File: config.mk
export PLATFORM = sky130hd
export DESIGN_NAME = imm_extend_pipe
export DESIGN_NICKNAME = d
export VERILOG_FILES = /design/src/rtl/kgp_pkg.sv /design/src/rtl/imm_extend_pipe_ext_core.sv /design/src/rtl/imm_extend_pipe.sv
export SDC_FILE = /design/constraint.sdc
export NUM_CORES = 1
export LEC_CHECK = 0
export CAP_MARGIN = 5
export CORE_MARGIN = 2
export CORE_UTILIZATION = 43
export DETAILED_ROUTE_END_ITERATION = 7
export GPL_TIMING_DRIVEN = 0
export PLACE_DENSITY = 0.76
export SLEW_MARGIN = 30
export SYNTH_ARGS = -nofsm -noshare
export SYNTH_HDL_FRONTEND = slang
export SYNTH_SLANG_ARGS = --single-unit
File: constraint.sdc
create_clock -name clk -period 1.3 [get_ports clk]
set_clock_uncertainty 0.05 [all_clocks]
set_input_delay 0.195 -clock clk [delete_from_list [all_inputs] [get_ports clk]]
set_output_delay 0.195 -clock clk [all_outputs]
set_load 0.02 [all_outputs]
File: src/rtl/kgp_pkg.sv
`default_nettype none
// +------------------------------------------------------------------+
// | Module      : kgp_pkg                                            |
// | Description : Shared encodings for the KGP-RISC immediate path:  |
// |               extension mode codes and skid-buffer states.       |
// | Revision    : 1.0 - initial release                              |
// +------------------------------------------------------------------+
package kgp_pkg;

  // Extension mode encodings carried on in_mode
  localparam logic [1:0] EXT_ZEXT     = 2'b00;
  localparam logic [1:0] EXT_SEXT     = 2'b01;
  localparam logic [1:0] EXT_SEXT_SHL = 2'b10;
  localparam logic [1:0] EXT_UPPER    = 2'b11;

  // Occupancy of the two-entry skid buffer
  typedef enum logic [1:0] {
    S_EMPTY = 2'd0,
    S_ONE   = 2'd1,
    S_TWO   = 2'd2
  } skid_state_t;

endpackage
`default_nettype wire

File: src/rtl/imm_extend_pipe_ext_core.sv
`default_nettype none
// +------------------------------------------------------------------+
// | Module      : ext_core                                           |
// | Description : Combinational immediate extender. Produces zero,   |
// |               sign, sign-plus-shift or upper-placed operand.     |
// | Revision    : 1.0 - initial release                              |
// +------------------------------------------------------------------+
module ext_core
  import kgp_pkg::*;
#(
  parameter int IN_W  = 5,
  parameter int OUT_W = 32,
  parameter int SHIFT = 2
) (
  input  logic [IN_W-1:0]  in_data,
  input  logic [1:0]       in_mode,
  output logic [OUT_W-1:0] ext_data
);

  // The shifted sign-extended form must fit in the output word
  generate
    if (OUT_W < IN_W + SHIFT) begin : g_width_check
      $error("ext_core: OUT_W must be >= IN_W + SHIFT");
    end
  endgenerate

  logic [OUT_W-1:0] w_zext;
  logic [OUT_W-1:0] w_sext;
  logic [OUT_W-1:0] w_sext_shl;
  logic [OUT_W-1:0] w_upper;

  // Width casts keep the extensions valid even when OUT_W == IN_W
  assign w_zext     = OUT_W'(in_data);
  assign w_sext     = OUT_W'($signed(in_data));
  assign w_sext_shl = w_sext << SHIFT;
  assign w_upper    = w_zext << (OUT_W - IN_W);

  // Select the extension requested by the mode code
  always_comb begin
    ext_data = w_zext;
    case (in_mode)
      EXT_ZEXT:     ext_data = w_zext;
      EXT_SEXT:     ext_data = w_sext;
      EXT_SEXT_SHL: ext_data = w_sext_shl;
      EXT_UPPER:    ext_data = w_upper;
      default:      ext_data = w_zext;
    endcase
  end

endmodule
`default_nettype wire

File: src/rtl/imm_extend_pipe.sv
`default_nettype none
// +------------------------------------------------------------------+
// | Module      : imm_extend_pipe                                    |
// | Description : Pipelined immediate-extension stage with a         |
// |               two-entry skid buffer and a transfer counter.      |
// | Revision    : 1.0 - initial release                              |
// +------------------------------------------------------------------+
module imm_extend_pipe
  import kgp_pkg::*;
#(
  parameter int IN_W  = 5,
  parameter int OUT_W = 32,
  parameter int SHIFT = 2
) (
  input  logic             clk,
  input  logic             rst_n,
  input  logic             in_valid,
  output logic             in_ready,
  input  logic [IN_W-1:0]  in_data,
  input  logic [1:0]       in_mode,
  output logic             out_valid,
  input  logic             out_ready,
  output logic [OUT_W-1:0] out_data,
  output logic [15:0]      out_cnt
);

  skid_state_t      r_state;
  logic [OUT_W-1:0] r_main;
  logic [OUT_W-1:0] r_skid;
  logic             r_out_valid;
  logic             r_in_ready;
  logic [15:0]      r_cnt;

  logic [OUT_W-1:0] w_ext;
  logic             w_accept;
  logic             w_drain;

  ext_core #(
    .IN_W  (IN_W),
    .OUT_W (OUT_W),
    .SHIFT (SHIFT)
  ) u_ext_core (
    .in_data  (in_data),
    .in_mode  (in_mode),
    .ext_data (w_ext)
  );

  assign w_accept = in_valid & r_in_ready;
  assign w_drain  = r_out_valid & out_ready;

  // Skid-buffer FSM: in_ready/out_valid are registered alongside the state
  always_ff @(posedge clk or negedge rst_n) begin
    if (!rst_n) begin
      r_state     <= S_EMPTY;
      r_main      <= '0;
      r_skid      <= '0;
      r_out_valid <= 1'b0;
      r_in_ready  <= 1'b1;
    end else begin
      case (r_state)
        S_EMPTY: begin
          if (w_accept) begin
            r_main      <= w_ext;
            r_out_valid <= 1'b1;
            r_state     <= S_ONE;
          end
        end
        S_ONE: begin
          if (w_accept && out_ready) begin
            r_main <= w_ext;
          end else if (w_accept) begin
            // Downstream stalled: park the new word so nothing is dropped
            r_skid     <= w_ext;
            r_in_ready <= 1'b0;
            r_state    <= S_TWO;
          end else if (out_ready) begin
            r_out_valid <= 1'b0;
            r_state     <= S_EMPTY;
          end
        end
        S_TWO: begin
          if (out_ready) begin
            r_main     <= r_skid;
            r_in_ready <= 1'b1;
            r_state    <= S_ONE;
          end
        end
        default: begin
          r_state     <= S_EMPTY;
          r_out_valid <= 1'b0;
          r_in_ready  <= 1'b1;
        end
      endcase
    end
  end

  // Count completed output handshakes, wrapping naturally at 16 bits
  always_ff @(posedge clk or negedge rst_n) begin
    if (!rst_n) begin
      r_cnt <= '0;
    end else if (w_drain) begin
      r_cnt <= r_cnt + 16'd1;
    end
  end

  assign in_ready  = r_in_ready;
  assign out_valid = r_out_valid;
  assign out_data  = r_main;
  assign out_cnt   = r_cnt;

endmodule
`default_nettype wire

# After elaboration in Yosys (flattened, before gate mapping)

Index checks and enable logic that the tools add are counted.
W data, S select, Z words.

Flip-flop bits (word level): 84
Output and inout bits: 50
Word-level logic and storage cells: 54

$add $sub $neg: 1
Eq/ne operators: 13
Muxes and demuxes: 20
Bitwise logic cells: 5
Reductions and logical operators: 9

Operator list:

| operator                | number |
|---|---|
| $pmux W32 S4            | 1 |
| $mux W32                | 3 |
| $pmux W32 S3            | 1 |
| $add A16 B1 Y16 const B | 1 |
| $ne A2 B2 Y1 const B    | 7 |
| $reduce_and A4 Y1       | 3 |
| $mux W2                 | 5 |
| $mux W1                 | 7 |
| $eq A2 B2 Y1 const B    | 3 |
| $pmux W1 S3             | 2 |
| $pmux W2 S3             | 1 |
| $reduce_and A5 Y1       | 1 |
| $eq A2 B1 Y1 const B    | 2 |
| $logic_not A2 Y1        | 2 |
| $ne A3 B3 Y1 const B    | 1 |
| $not A1 Y1              | 3 |
| $reduce_and A3 Y1       | 1 |
| $reduce_bool A3 Y1      | 1 |
| $and A1 B1 Y1           | 2 |
| $logic_and A1 B1 Y1     | 1 |

# Longest topological paths before layout

Depth after elaboration: 4
Gate-level depth with buffers: 5

# Modules after synthesis

Synthesis repeated with hierarchy kept, for this count alone.

Cells, all modules: 332
Area, all modules: 4080.2 um^2

Modules (own cells, without submodules):

| module          | times used | cells each | area each (um^2) | sequential area each (um^2) |
|---|---|---|---|---|
| imm_extend_pipe | 1          | 290        | 3756.1           | 2103.3 |
| ext_core        | 1          | 42         | 324.1            | 0.0 |

# Least setup slack after synthesis

OpenSTA, ideal clock, no wires.

Kind: reg-to-reg
Start: register r_in_ready (netlist: in_ready)
End: register r_main[26] (netlist: out_data[26])
Setup time: 0.125 ns
Arrival: 1.411 ns
Required time: 1.125 ns
Setup slack: -0.286 ns
Cell stages (with the launch flop): 6
Path buffers: 1
Cells stage by stage: dfstp_2 > nand2_1 > nor3_1 > nand2b_1 > buf_6 > mux2_4

Cells in the longest elaborated chain, start to end: 4
Elaborated cells between the ends (all ways): 5

RTL lines:

| element                       | RTL line              | source |
|---|---|---|
| from (decl)                   | imm_extend_pipe.sv:31 | `logic r_in_ready;` |
| from (signal assigned)        | imm_extend_pipe.sv:58 | `r_in_ready <= 1'b1;` |
| from (signal assigned)        | imm_extend_pipe.sv:74 | `r_in_ready <= 1'b0;` |
| from (signal assigned)        | imm_extend_pipe.sv:84 | `r_in_ready <= 1'b1;` |
| $and A1 B1 Y1 *               | imm_extend_pipe.sv:48 | `assign w_accept = in_valid & r_in_ready;` |
| $logic_and A1 B1 Y1           | imm_extend_pipe.sv:69 | `if (w_accept && out_ready) begin` |
| $ne A2 B2 Y1 (no line)        | --                    |  |
| $reduce_and A4 Y1 (no line) * | --                    |  |
| to (signal assigned)          | imm_extend_pipe.sv:63 | `r_main <= w_ext;` |
| to (signal assigned)          | imm_extend_pipe.sv:70 | `r_main <= w_ext;` |
| to (signal assigned)          | imm_extend_pipe.sv:83 | `r_main <= r_skid;` |
| to (decl)                     | imm_extend_pipe.sv:28 | `logic [OUT_W-1:0] r_main;` |

Every way passes the cells marked *; elsewhere a longest branch is shown, timed or not.
A chain may end at the register's enable or synchronous reset.

# Final worst setup path

Start: register r_in_ready (netlist: in_ready)
End: register r_skid[27]

Cells in the longest elaborated chain, start to end: 4

RTL lines:

| element                       | RTL line              | source |
|---|---|---|
| $and A1 B1 Y1 *               | imm_extend_pipe.sv:48 |  |
| $logic_and A1 B1 Y1           | imm_extend_pipe.sv:69 |  |
| $not A1 Y1 (no line)          | --                    |  |
| $reduce_and A3 Y1 (no line) * | --                    |  |
| to (signal assigned)          | imm_extend_pipe.sv:73 | `r_skid <= w_ext;` |
| to (decl)                     | imm_extend_pipe.sv:29 | `logic [OUT_W-1:0] r_skid;` |

Marked as above.

==> metrics.txt <==
Netlist cell types=34; crit-path cells=buf_6 -> and3b_2 -> nand2_4 -> buf_6 -> nand2_2 -> o21ai_2; unrepaired setup endpoints after global routing=yes; reg2reg setup slack=-0.19 ns; initial antenna violation count=0; Num CTS Buffers=5; failing checks=setup timing; Vias=1940; Top Ports=61; final setup fails=51; Crit-path slowest cell=dfstp_2; largest net degree at the start of global routing=45; H-tree levels=2; Hold WC Path Type=primary input to register; DR DRC count=0; Synth Register Bits=44; mux cell area share after synthesis=5.29%; fillers=384; syn_area_per_cell=10.2 um2; IO Port Bufs=59; CP arrival=1.62 ns; Vias/cell=5.04; maxcap violations=0; die width=75.5 um; Tmin final=1.49 ns; commonest non-fill, non-tap cell in the layout=buf_6; hold depth=3; hpwl dp=3.28 mm; Clock transition at path regs=0.08 ns; final net count=326; TritonRoute pass-1 iters=4; share of synthesized registers carrying an async set or reset=100%; Hold WS=0.275 ns; Die H=75.5 um; sequential cell area=1110 um2; largest family of logic cells by synthesized area=simple AND/OR/NAND/NOR gates; status=finished with violations; clk buf depth=2; endpoints failing hold=0; ratio of cells with drive above 1 in the final layout=53.0%; number of diodes=0; slew margin rel.=62.1%; drt total wl=5.78 mm; Synth Area in Adders=0.569%; Post-synth EDFFs=0; Final ANT Viol Nets=0; post-route setup TNS=-5.11 ns; peak supply drop=0.532 mV; worst slew pin tran=0.568 ns; post-route setup slack=-0.185 ns; vias in the first global route=1915; synthesized area=2200 um2; Cell Count Post-Placement=345; Net Count, Synth=228; Final period util=114%; total track usage=20.7%; Leak Pwr=1.73 nW; power per cell area=647 nW/um2; complex-gate fraction of the synthesized area=10.9%; total power=2.35 mW; CP startpoint kind=register; Congestion Overflow GR=0; Worst-Skew Late Latency=0.30 ns; worst reg-to-reg path cell count=6; area delta synth->final=65.1%; Reg-to-Reg Start=in_ready; row cnt=26; Slew Limit Fails=0; Routed wire per std cell=15.0 um; top_reg_cell synth=dfrtp_1; Hold EP=r_skid[0]; CTS tree=built; Reg-to-Reg End=r_skid[27]; die area=5700 um2; DRT iter0 DRCs=76; most frequent cells in the layout=buf_6 (53), dfrtp_1 (33), buf_4 (19); first-pass GRT wire length=8.72 mm; Crit path largest cell delay=0.57 ns; Post-Synth Simple-Gate Area=17.6%; Crit path required time=1.44 ns; post-synthesis xor/xnor area fraction=6.37%; Setup crit end kind=register; GP Congestion=0.817; YS warnings=0; CTS Root Cell=clkbuf_8; hold wc startpoint=in_mode[1]; most frequent CP cell=buf_6; Post-Layout Cell Count=385; Seq/Total Area, Yosys=50.1%; Starting Density=43.9%; Mapped Cells=216; crit path kind=register to register; Max FO, Critical Path=6; Core Area=5010 um2; Fmax=0.673 GHz; clk sinks=44; area occupied by multi-input gates=1140 um2
synth_stat cells, types with 2 or more instances:
| cell | n | area share [%] |
|---|---|---|
| nor3_1 | 3 | 0.68 |
| mux2_4 | 5 | 3.4 |
| o21ai_0 | 16 | 3.6 |
| dfrtp_1 | 43 | 49 |
| mux2i_1 | 3 | 1.4 |
| nor2_1 | 10 | 1.7 |
| a21oi_1 | 17 | 3.9 |
| nand2_1 | 25 | 4.3 |
| and3b_1 | 2 | 0.80 |
| nand4_1 | 5 | 1.4 |
| nand3_1 | 5 | 1.1 |
| and2_1 | 2 | 0.57 |
| xor2_1 | 3 | 1.2 |
| a22oi_1 | 4 | 1.4 |
| nand2b_1 | 4 | 1.1 |
| and3_1 | 7 | 2.0 |
| xnor2_1 | 13 | 5.2 |
| inv_1 | 3 | 0.51 |
| a211oi_1 | 5 | 1.7 |
| nor2b_1 | 4 | 1.1 |
| buf_2 | 5 | 1.1 |
| buf_4 | 20 | 6.8 |
worst max path at each step:
stage          slack (ns)            to  startpoint  cells past startpoint
3_5_place_dp        -0.61   out_data[4]   out_ready                      6
5_1_grt             -0.21    r_skid[27]    in_ready                      6
2_1_floorplan       -0.23  out_data[26]    in_ready                      5
6_report            -0.19    r_skid[27]    in_ready                      6
3_3_place_gp        -1.36    out_cnt[1]       rst_n                      1
4_1_cts             -0.19  out_data[31]    in_ready                      5
logic make-up after synthesis:
logic type,count (synthesis)
buffers and inverters,30
muxes,9
adders and majority gates,1
xor gates and xnor gates,16
and+or+nand+nor,73
DFF,44
AOI/OAI and AO/OA,43
through the flow:
step	util (%)	setup WS [ns]	instance area, um2
2_1_floorplan	-	-0.227	2260
3_3_place_gp	58.6	-1.36	2940
3_5_place_dp	58.6	-0.613	2930
4_1_cts	67.3	-0.190	3370
5_1_grt	72.4	-0.215	3630
6_report	72.4	-0.185	3630
area by class of cell:
class,count,share of cell area (%)
plain buffers,26,7.72
clock buffers,7,2.10
well taps,70,2.41
multi-input cells,142,31.4
clock inverters,1,0.138
repair buffers,92,25.2
inverters,3,0.310
flip-flops and latches,44,30.7
report_power, final:
group | switching (mW) | internal [mW] | total, mW
logic | 0.0915 | 0.0501 | 0.142
registers | 0 | 1.37 | 1.37
clock network | 0.463 | 0.378 | 0.840
total | 0.554 | 1.79 | 2.35
flip-flops by register name, indices dropped and copies added (netlist names):
| register | count |
|---|---|
| out_cnt | 16 |
| out_data | 12 |
| r_skid | 12 |
| r_state | 2 |
| in_ready | 1 |
| out_valid | 1 |
critical path: cells and delay by family (launching register included):
family,cells,cell delay [ns]
AO/OA/AOI/OAI,1,0.07
buffers and inverters,2,0.27
AND/OR/NAND/NOR,3,0.41
flip-flops,1,0.57
per-layer routing:
metal / global-route usage (%) / part of all wire (%) / wire, um
met1: 23.8 / 41 / 2390
met2: 36.0 / 51 / 2940
met3: 5.42 / 5.1 / 294
met4: 9.75 / 2.7 / 155
met5: 0 / 0 / 0
what timing repair did:
item,4_1_cts,5_1_grt
cloned,3,1
endpoints found under the setup margin,82,75
endpoints found under the hold margin,43,0
buffers inserted,22,7
gates resized for setup,211,80
pin swaps,12,23
hold buffers,1,0
No activity file was read; power rests on OpenSTA's default activity.
